File: config.mk
export PLATFORM = sky130hd
export DESIGN_NAME = binary_to_bcd_flat
export DESIGN_NICKNAME = d
export VERILOG_FILES = /design/src/rtl/binary_to_bcd_pkg.sv /design/src/rtl/binary_to_bcd_if.sv /design/src/rtl/binary_to_bcd_decoder.sv /design/src/rtl/binary_to_bcd.sv /design/src/flat_wrapper.sv
export SDC_FILE = /design/constraint.sdc
export NUM_CORES = 1
export LEC_CHECK = 0
export CORE_MARGIN = 2
export CORE_UTILIZATION = 43
export CTS_BUF_LIST = sky130_fd_sc_hd__clkbuf_16
export CTS_CLUSTER_SIZE = 24
export DETAILED_ROUTE_END_ITERATION = 12
export GPL_ROUTABILITY_DRIVEN = 0
export PLACE_DENSITY = 0.69
export SLEW_MARGIN = 10
export SYNTH_ARGS = -nofsm -noshare
export SYNTH_HDL_FRONTEND = slang
export SYNTH_HIERARCHICAL = 1
export SYNTH_SLANG_ARGS = --single-unit
File: constraint.sdc
create_clock -name clk -period 8.8 [get_ports clk]
set_input_delay 1.76 -clock clk [delete_from_list [all_inputs] [get_ports clk]]
set_output_delay 1.76 -clock clk [all_outputs]
set_load 0.03 [all_outputs]
File: src/rtl/binary_to_bcd_pkg.sv
// Shared widths, digit type and the binary-to-BCD conversion helper for the
// binary_to_bcd block.
package binary_bcd_pkg;

    localparam int BIN_W   = 8;
    localparam int DIGIT_W = 4;
    localparam int MAX_DEC = 99;

    typedef logic [DIGIT_W-1:0] bcd_digit_t;

    // Double-dabble over 8 input bits. Returns {tens, ones}. Only meaningful
    // for inputs 0..99; the hundreds digit is computed but discarded.
    function automatic logic [2*DIGIT_W-1:0] bin_to_bcd2(input logic [BIN_W-1:0] b);
        logic [19:0] s;
        s = {12'd0, b};
        for (int i = 0; i < BIN_W; i++) begin
            if (s[11:8] >= 4'd5)  s[11:8]  = s[11:8]  + 4'd3;
            if (s[15:12] >= 4'd5) s[15:12] = s[15:12] + 4'd3;
            if (s[19:16] >= 4'd5) s[19:16] = s[19:16] + 4'd3;
            s = s << 1;
        end
        return s[15:8];
    endfunction

endpackage

File: src/rtl/binary_to_bcd_if.sv
// Bus bundle for binary_to_bcd.
// Handshake: in_valid qualifies x for exactly one cycle and is always accepted
// (no ready/backpressure); out_valid pulses for one cycle per accepted input,
// one cycle later, qualifying tens/ones/range_err (which otherwise hold).
interface binary_to_bcd_if;
    import binary_bcd_pkg::*;

    logic              in_valid;
    logic [BIN_W-1:0]  x;
    logic              out_valid;
    bcd_digit_t        tens;
    bcd_digit_t        ones;
    logic              range_err;
    logic [BIN_W-1:0]  y;

    modport master (
        output in_valid, x,
        input  out_valid, tens, ones, range_err, y
    );

    modport slave (
        input  in_valid, x,
        output out_valid, tens, ones, range_err, y
    );

endinterface

File: src/rtl/binary_to_bcd_decoder.sv
// bcd_to_binary: combinational round-trip decode y = tens*10 + ones, truncated
// to 8 bits. Digit values 10..15 are decoded arithmetically with no flagging.
module bcd_to_binary
    import binary_bcd_pkg::*;
(
    input  bcd_digit_t        tens,
    input  bcd_digit_t        ones,
    output logic [BIN_W-1:0]  y
);

    // Multiply-accumulate; max 15*10+15 = 165 so nothing is actually lost.
    always_comb begin
        y = (BIN_W'(tens) * BIN_W'(10)) + BIN_W'(ones);
    end

endmodule

File: src/rtl/binary_to_bcd.sv
// binary_to_bcd: 1-cycle-latency, full-throughput binary (0..99) to two-digit
// BCD converter with registered outputs and out-of-range flag.
// Optional feature macro: BINARY_TO_BCD_ROUNDTRIP_EN -- when defined, the
// bcd_to_binary decoder drives y from the registered digits; otherwise y = 0.
module binary_to_bcd
    import binary_bcd_pkg::*;
(
    input  logic            clk,
    input  logic            rst,
    binary_to_bcd_if.slave  bus
);

    localparam logic [BIN_W-1:0] MAX_DEC_B = BIN_W'(MAX_DEC);

    logic       out_valid_q, out_valid_d;
    bcd_digit_t tens_q, tens_d;
    bcd_digit_t ones_q, ones_d;
    logic       range_err_q, range_err_d;

    // Next-state: convert on a valid input, otherwise hold the last result.
    always_comb begin
        out_valid_d = bus.in_valid;
        tens_d      = tens_q;
        ones_d      = ones_q;
        range_err_d = range_err_q;
        if (bus.in_valid) begin
            if (bus.x > MAX_DEC_B) begin
                tens_d      = '0;
                ones_d      = '0;
                range_err_d = 1'b1;
            end else begin
                {tens_d, ones_d} = bin_to_bcd2(bus.x);
                range_err_d      = 1'b0;
            end
        end
    end

    // Output registers; synchronous reset clears everything, ignoring in_valid.
    always_ff @(posedge clk) begin
        if (rst) begin
            out_valid_q <= 1'b0;
            tens_q      <= '0;
            ones_q      <= '0;
            range_err_q <= 1'b0;
        end else begin
            out_valid_q <= out_valid_d;
            tens_q      <= tens_d;
            ones_q      <= ones_d;
            range_err_q <= range_err_d;
        end
    end

    assign bus.out_valid = out_valid_q;
    assign bus.tens      = tens_q;
    assign bus.ones      = ones_q;
    assign bus.range_err = range_err_q;

`ifdef BINARY_TO_BCD_ROUNDTRIP_EN
    logic [BIN_W-1:0] y_dec;

    bcd_to_binary u_dec (
        .tens (tens_q),
        .ones (ones_q),
        .y    (y_dec)
    );

    assign bus.y = y_dec;
`else
    assign bus.y = '0;
`endif

endmodule

File: src/flat_wrapper.sv
// flat-port wrapper written by rule: the top's interface ports become plain ports
module binary_to_bcd_flat import binary_bcd_pkg::*;
  (clk, rst, bus_in_valid, bus_x, bus_out_valid, bus_tens, bus_ones, bus_range_err, bus_y);
  binary_to_bcd_if bus_i ();
  input  logic clk;
  input  logic rst;
  input wire logic [$bits(bus_i.in_valid)-1:0] bus_in_valid;
  input wire logic [$bits(bus_i.x)-1:0] bus_x;
  output wire logic [$bits(bus_i.out_valid)-1:0] bus_out_valid;
  output wire logic [$bits(bus_i.tens)-1:0] bus_tens;
  output wire logic [$bits(bus_i.ones)-1:0] bus_ones;
  output wire logic [$bits(bus_i.range_err)-1:0] bus_range_err;
  output wire logic [$bits(bus_i.y)-1:0] bus_y;
  assign bus_i.in_valid = bus_in_valid;
  assign bus_i.x = bus_x;
  assign bus_out_valid = bus_i.out_valid;
  assign bus_tens = bus_i.tens;
  assign bus_ones = bus_i.ones;
  assign bus_range_err = bus_i.range_err;
  assign bus_y = bus_i.y;
  binary_to_bcd u_core (.clk(clk), .rst(rst), .bus(bus_i));
endmodule
Word level (Yosys, flattened, before mapping)
Index checks and enable logic that the tools add are counted.
- muxes and demuxes: 40
- order comparisons: 14
- add/sub/neg operators: 13
- operators with widths (operator ; count):
    two-way mux 4 bit ; 21
    two-way mux 3 bit ; 18
    >= comparator 4 x 3 -> 1 bit (second input constant) ; 12
    adder 4 x 2 -> 4 bit (second input constant) ; 6
    adder 3 x 2 -> 3 bit (second input constant) ; 6
    > comparator 8 x 7 -> 1 bit (second input constant) ; 1
    adder 1 x 2 -> 3 bit (second input constant) ; 1
    >= comparator 1 x 3 -> 1 bit (second input constant) ; 1
    two-way mux 1 bit ; 1
- logic and storage cells: 71
- register bits: 10
- input port bits: 11

Depth between registers and ports, before layout
- word-level depth: 27
- gate-level depth with buffers: 28
- gate-level depth less buffers: 27

Worst setup path before layout
OpenSTA, ideal clock, no wires.
- path type: input to register
- start: input port bus_x[6]
- end: register u_core.ones_q[2], in the netlist u_core/bus.ones[2]
- path slack: 2402 ps
- setup time: 117 ps
- data required time: 8683 ps
- stages: 26
- data arrival time: 6281 ps
- buffers on the path: 0
- cells stage by stage: inv_1 -> ha_1 -> inv_1 -> ha_1 -> a21oi_4 -> xnor2_1 -> ha_1 -> nor2b_1 -> or4_1 -> o2111a_2 -> inv_1 -> ha_1 -> inv_1 -> or3_1 -> a31oi_1 -> a311oi_2 -> mux2i_1 -> nand2_1 -> nand2_1 -> o21ai_2 -> ha_1 -> or3_1 -> a21oi_1 -> a311oi_1 -> mux2i_1 -> a22o_1
- longest elaborated chain between the ends: 23
- elaborated cells between the ends (all ways): 30
- classes of those cells: add/sub (6); order compare (7); mux (17)
- RTL lines (item ; RTL line ; RTL):
    start: declaration ; flat_wrapper.sv:8 ; input wire logic [$bits(bus_i.x)-1:0] bus_x;
    adder 4 x 2 -> 4 bit or >= comparator 4 x 3 -> 1 bit (tied branches) ; binary_to_bcd_pkg.sv:17 ; if (s[11:8] >= 4'd5) s[11:8] = s[11:8] + 4'd3;
    two-way mux 4 bit ; binary_to_bcd_pkg.sv:17 ;
    two-way mux 4 bit ; binary_to_bcd.sv:27 ; if (bus.x > MAX_DEC_B) begin
    two-way mux 4 bit ; binary_to_bcd.sv:26 ; if (bus.in_valid) begin
    adder 4 x 2 -> 4 bit or >= comparator 4 x 3 -> 1 bit (tied branches) ; binary_to_bcd_pkg.sv:17 ;
    two-way mux 4 bit ; binary_to_bcd_pkg.sv:17 ;
    two-way mux 4 bit ; binary_to_bcd.sv:27 ;
    two-way mux 4 bit ; binary_to_bcd.sv:26 ;
    [... 7 more ...] ; - ;
    two-way mux 4 bit ; binary_to_bcd.sv:26 ;
    >= comparator 4 x 3 -> 1 bit or adder 4 x 2 -> 4 bit (tied branches) ; binary_to_bcd_pkg.sv:17 ;
    two-way mux 4 bit ; binary_to_bcd_pkg.sv:17 ;
    two-way mux 4 bit ; binary_to_bcd.sv:27 ;
    two-way mux 4 bit ; binary_to_bcd.sv:26 ;
    adder 4 x 2 -> 4 bit or >= comparator 4 x 3 -> 1 bit (tied branches) ; binary_to_bcd_pkg.sv:17 ;
    two-way mux 4 bit ; binary_to_bcd_pkg.sv:17 ;
    two-way mux 4 bit * ; binary_to_bcd.sv:27 ;
    end signal: assignment ; binary_to_bcd.sv:48 ; ones_q <= ones_d;
    end: declaration ; binary_to_bcd.sv:17 ; bcd_digit_t ones_q, ones_d;
Every way passes the cells marked *; elsewhere a longest branch is shown, timed or not. The select of a mux whose other input is x is not followed.
A chain may end at the register's enable or synchronous reset.

Final worst setup path
- start: input port bus_x[5]
- end: register u_core.ones_q[2], in the netlist u_core/bus.ones[2]
- longest elaborated chain between the ends: 19
- elaborated cells between the ends (all ways): 25
- classes of those cells: add/sub (5); order compare (6); mux (14)
- RTL lines (item ; RTL line):
    adder 4 x 2 -> 4 bit or >= comparator 4 x 3 -> 1 bit (tied branches) ; binary_to_bcd_pkg.sv:17
    two-way mux 4 bit ; binary_to_bcd_pkg.sv:17
    two-way mux 4 bit ; binary_to_bcd.sv:27
    two-way mux 4 bit ; binary_to_bcd.sv:26
    adder 4 x 2 -> 4 bit or >= comparator 4 x 3 -> 1 bit (tied branches) ; binary_to_bcd_pkg.sv:17
    two-way mux 4 bit ; binary_to_bcd_pkg.sv:17
    two-way mux 4 bit ; binary_to_bcd.sv:27
    two-way mux 4 bit ; binary_to_bcd.sv:26
    [... 3 more ...] ; -
    two-way mux 4 bit ; binary_to_bcd.sv:26
    >= comparator 4 x 3 -> 1 bit or adder 4 x 2 -> 4 bit (tied branches) ; binary_to_bcd_pkg.sv:17
    two-way mux 4 bit ; binary_to_bcd_pkg.sv:17
    two-way mux 4 bit ; binary_to_bcd.sv:27
    two-way mux 4 bit ; binary_to_bcd.sv:26
    adder 4 x 2 -> 4 bit or >= comparator 4 x 3 -> 1 bit (tied branches) ; binary_to_bcd_pkg.sv:17
    two-way mux 4 bit ; binary_to_bcd_pkg.sv:17
    two-way mux 4 bit * ; binary_to_bcd.sv:27
Marked as above.

==> impl_metrics.yaml <==
status:
  status: "finished, final reports clean"
clock_network:
  numClockSinks: 10
  h-tree-depth: 1
  clockBufferDepth: 2
  clkTransAtPathRegs_ps: 40
  clk_latency_ps: 240
  cts-root-buf: "clkbuf_16"
  cts.hold.buffers_added: 0
  cts_buffers: 3
  cts_tree: "yes"
  ctsResizeCount: 0
  post_cts_buffers: 0
layout:
  drive_gt1_share_pct: 6.67
  syn2layout_area_growth_pct: 19.8
  layout.nets: 219
  num_antenna_cells: 0
  fin_util_pct: 53.5
  fillers: 296
yosys:
  synthesis.instances: 176
  yosys_warnings: 6
  synth_fa_ha_area_share_pct: 11.2
  synthMuxAreaShare_pct: 7.65
  synth_top_family_by_area: "compound AO/OA/AOI/OAI gates"
  syn_area_sq_mm: 0.00134
  synth_edf_count: 0
  synthSimpleGateAreaFrac_pct: 21.8
  ys_seq_area_share_pct: 14.9
  ys_ff_latch: 10
  synthXorXnorAreaFrac_pct: 3.26
  postSynthAreaPerCell_sq_um: 7.62
  synth_compound_area_share_pct: 30.9
  ys_async_sr_fraction_pct: 0
  yosys_most_used_dff: "dfxtp_1"
  yosysUniqueCellTypes: 49
critical_path:
  start_kind: "primary input"
  worst_path_most_repeated_cell: "ha_1"
  crit_arrival_ps: 7850
  cp_slowest_cell: "a311oi_2"
  required_ps: 8930
  setup.worst_path.end_class: "flop"
  max_stage_delay_ps: 750
  reg2reg_depth: 3
  cp.depth: 27
  crit_family: "compound AO/OA/AOI/OAI gates"
  cp.buffers_inverters: 5
  critPathKind: "in -> reg"
  path_max_fanout: 12
route:
  totalWireLength_microns: 3050
  post-route-drc-count: 0
  dr.first_iter.drc_count: 49
  dr_total_vias: 1322
  first_pass_iters: 4
  viasPerCell: 5.80
  antenna_left: 0
  wl_per_cell_microns: 13.4
sta:
  worst_pin_slew_ps: 910
  post-route-min-period_ps: 7720
  maxSlewHeadroom_pct: 37.6
  finalClockSkew_ps: 0
  max_clock_freq_ghz: 0.129
  setup_viol: 0
  maxSlewViolCount: 0
  rsz0062_at_grt: "false"
  hold_viol_final: 0
  tns_ps: 0
  fin_crit_sh_pct: 87.8
grt:
  grt_pass1_wl_microns: 5080
  grt_pass1_vias: 1149
  grt_overflow: 0
  grt_usage_pct: 18.3
  grt_max_degree: 15
  antenna_found_initial: 0
floorplan:
  die_h_microns: 59.9
  rows: 20
  die-area_sq_mm: 0.00358
  core_area_sq_mm: 0.00300
  io_pins: 29
  chipWidth_microns: 59.9
  initial_utilization_pct: 44.7
hold_path:
  min_path_cells: 1
  min_path_type: "reg -> reg"
place:
  dpl.hpwl_microns: 2400
  io_buffers: 20
power_and_ir_drop:
  leakagePower_uw: 0.000673
  vdd_ir_drop_max_v: 0.0000680
  cellPowerDensity_mw_per_mm2: 184
run:
  cap_violations: 0
==> Yosys cell counts (2+ instances only) <==
cell type	instances	share of area, %
inv_1	13	3.6
nand2_1	13	3.6
nor2_1	13	3.6
ha_1	12	11
dfxtp_1	10	15
o21ai_0	10	3.7
buf_4	9	5.0
a21oi_1	8	3.0
mux2i_1	8	6.0
nor3_1	8	3.0
nor2b_1	6	2.8
a22o_1	5	3.3
a21o_1	4	2.2
o21ai_1	4	1.5
or3_1	4	1.9
a311oi_1	3	2.0
a31oi_1	3	1.4
nand2b_1	3	1.4
nand4_1	3	1.4
or4_1	3	1.7
xor2_1	3	2.0
buf_2	2	0.75
o21bai_1	2	1.1
xnor2_1	2	1.3
==> final cells by class <==
type	instances	area [sq um]	share of cell area, %
well taps	33	41.3	2.57
repair buffers	20	200	12.5
multi-input cells	147	1030	64.3
clock buffers	3	75.1	4.67
inverters	14	52.6	3.27
flip-flops and latches	10	200	12.5
clock inverters	1	3.75	0.234
==> metal layers <==
| layer | track usage (%) | up-vias | share of wire (%) |
|---|---|---|---|
| met5 | 0 | - | 0 |
| met4 | 3.81 | 0 | 0.43 |
| met3 | 3.90 | 3 | 4.9 |
| met2 | 31.1 | 34 | 49 |
| met1 | 23.6 | 611 | 45 |
| li1 | - | 674 | - |
==> layout by cell type (no fill, tap or decap), drive strengths merged, types with 2 or more instances in the layout <==
cell            n
o21bai          2
o21ai          15
nand4           3
a21o            4
conb            8
nor2           13
ha             12
a31oi           3
nor3            8
xnor2           2
dfxtp          10
mux2i           9
clkbuf          3
or4             3
clkdlybuf4s50  20
xor2            3
and2            2
clkinv          2
nand2          13
or3             4
a21oi           9
a311oi          4
nand2b          3
a22o            5
nor2b           6
inv            13
==> sequential cells by signal (all words and copies together) (netlist names) <==
name	count
u_core/bus.ones	4
u_core/bus.tens	4
u_core/bus.out_valid	1
u_core/bus.range_err	1
==> power breakdown <==
group          total, uW  leakage, uW  internal (uW)  switching (uW)
clock               80.7    0.0000385           59.6            21.2
sequential          51.2    0.0000816           49.4            1.81
combinational        164     0.000553           65.9            98.2
==> logic make-up (layout without fill, tap and decap cells) <==
kind of cell,count (synthesis),after routing
AO/OA/AOI/OAI,55,55
adder cells (fa/ha/maj),12,12
XOR/XNOR,5,5
other,1,8
AND/OR/NAND/NOR,58,58
flip-flops,10,10
buffers and inverters,26,38
multiplexers,9,9
==> stage by stage <==
step           setup slack, ps  hold WS [ps]  total power (uW)  cell area [sq um]  std cells
2_1_floorplan             2400           608               181               1370        183
3_5_place_dp               907           471               215               1530        224
6_report                  1080           477               296               1610        228
4_1_cts                   1110           479               297               1610        228
3_3_place_gp              1090           465               208               1530        224
5_1_grt                    582           503               321               1610        228
==> final timing paths <==
check                          start            endpoint  slack [ps]
setup / recovery            bus_x[5]  u_core/bus.ones[2]        1080
hold / removal    u_core/bus.tens[3]  u_core/bus.tens[3]         480
setup reg to reg  u_core/bus.tens[0]  u_core/bus.tens[0]        7870
hold reg to reg   u_core/bus.tens[3]  u_core/bus.tens[3]         480
Note: power is estimated with default switching activity, not from simulation.
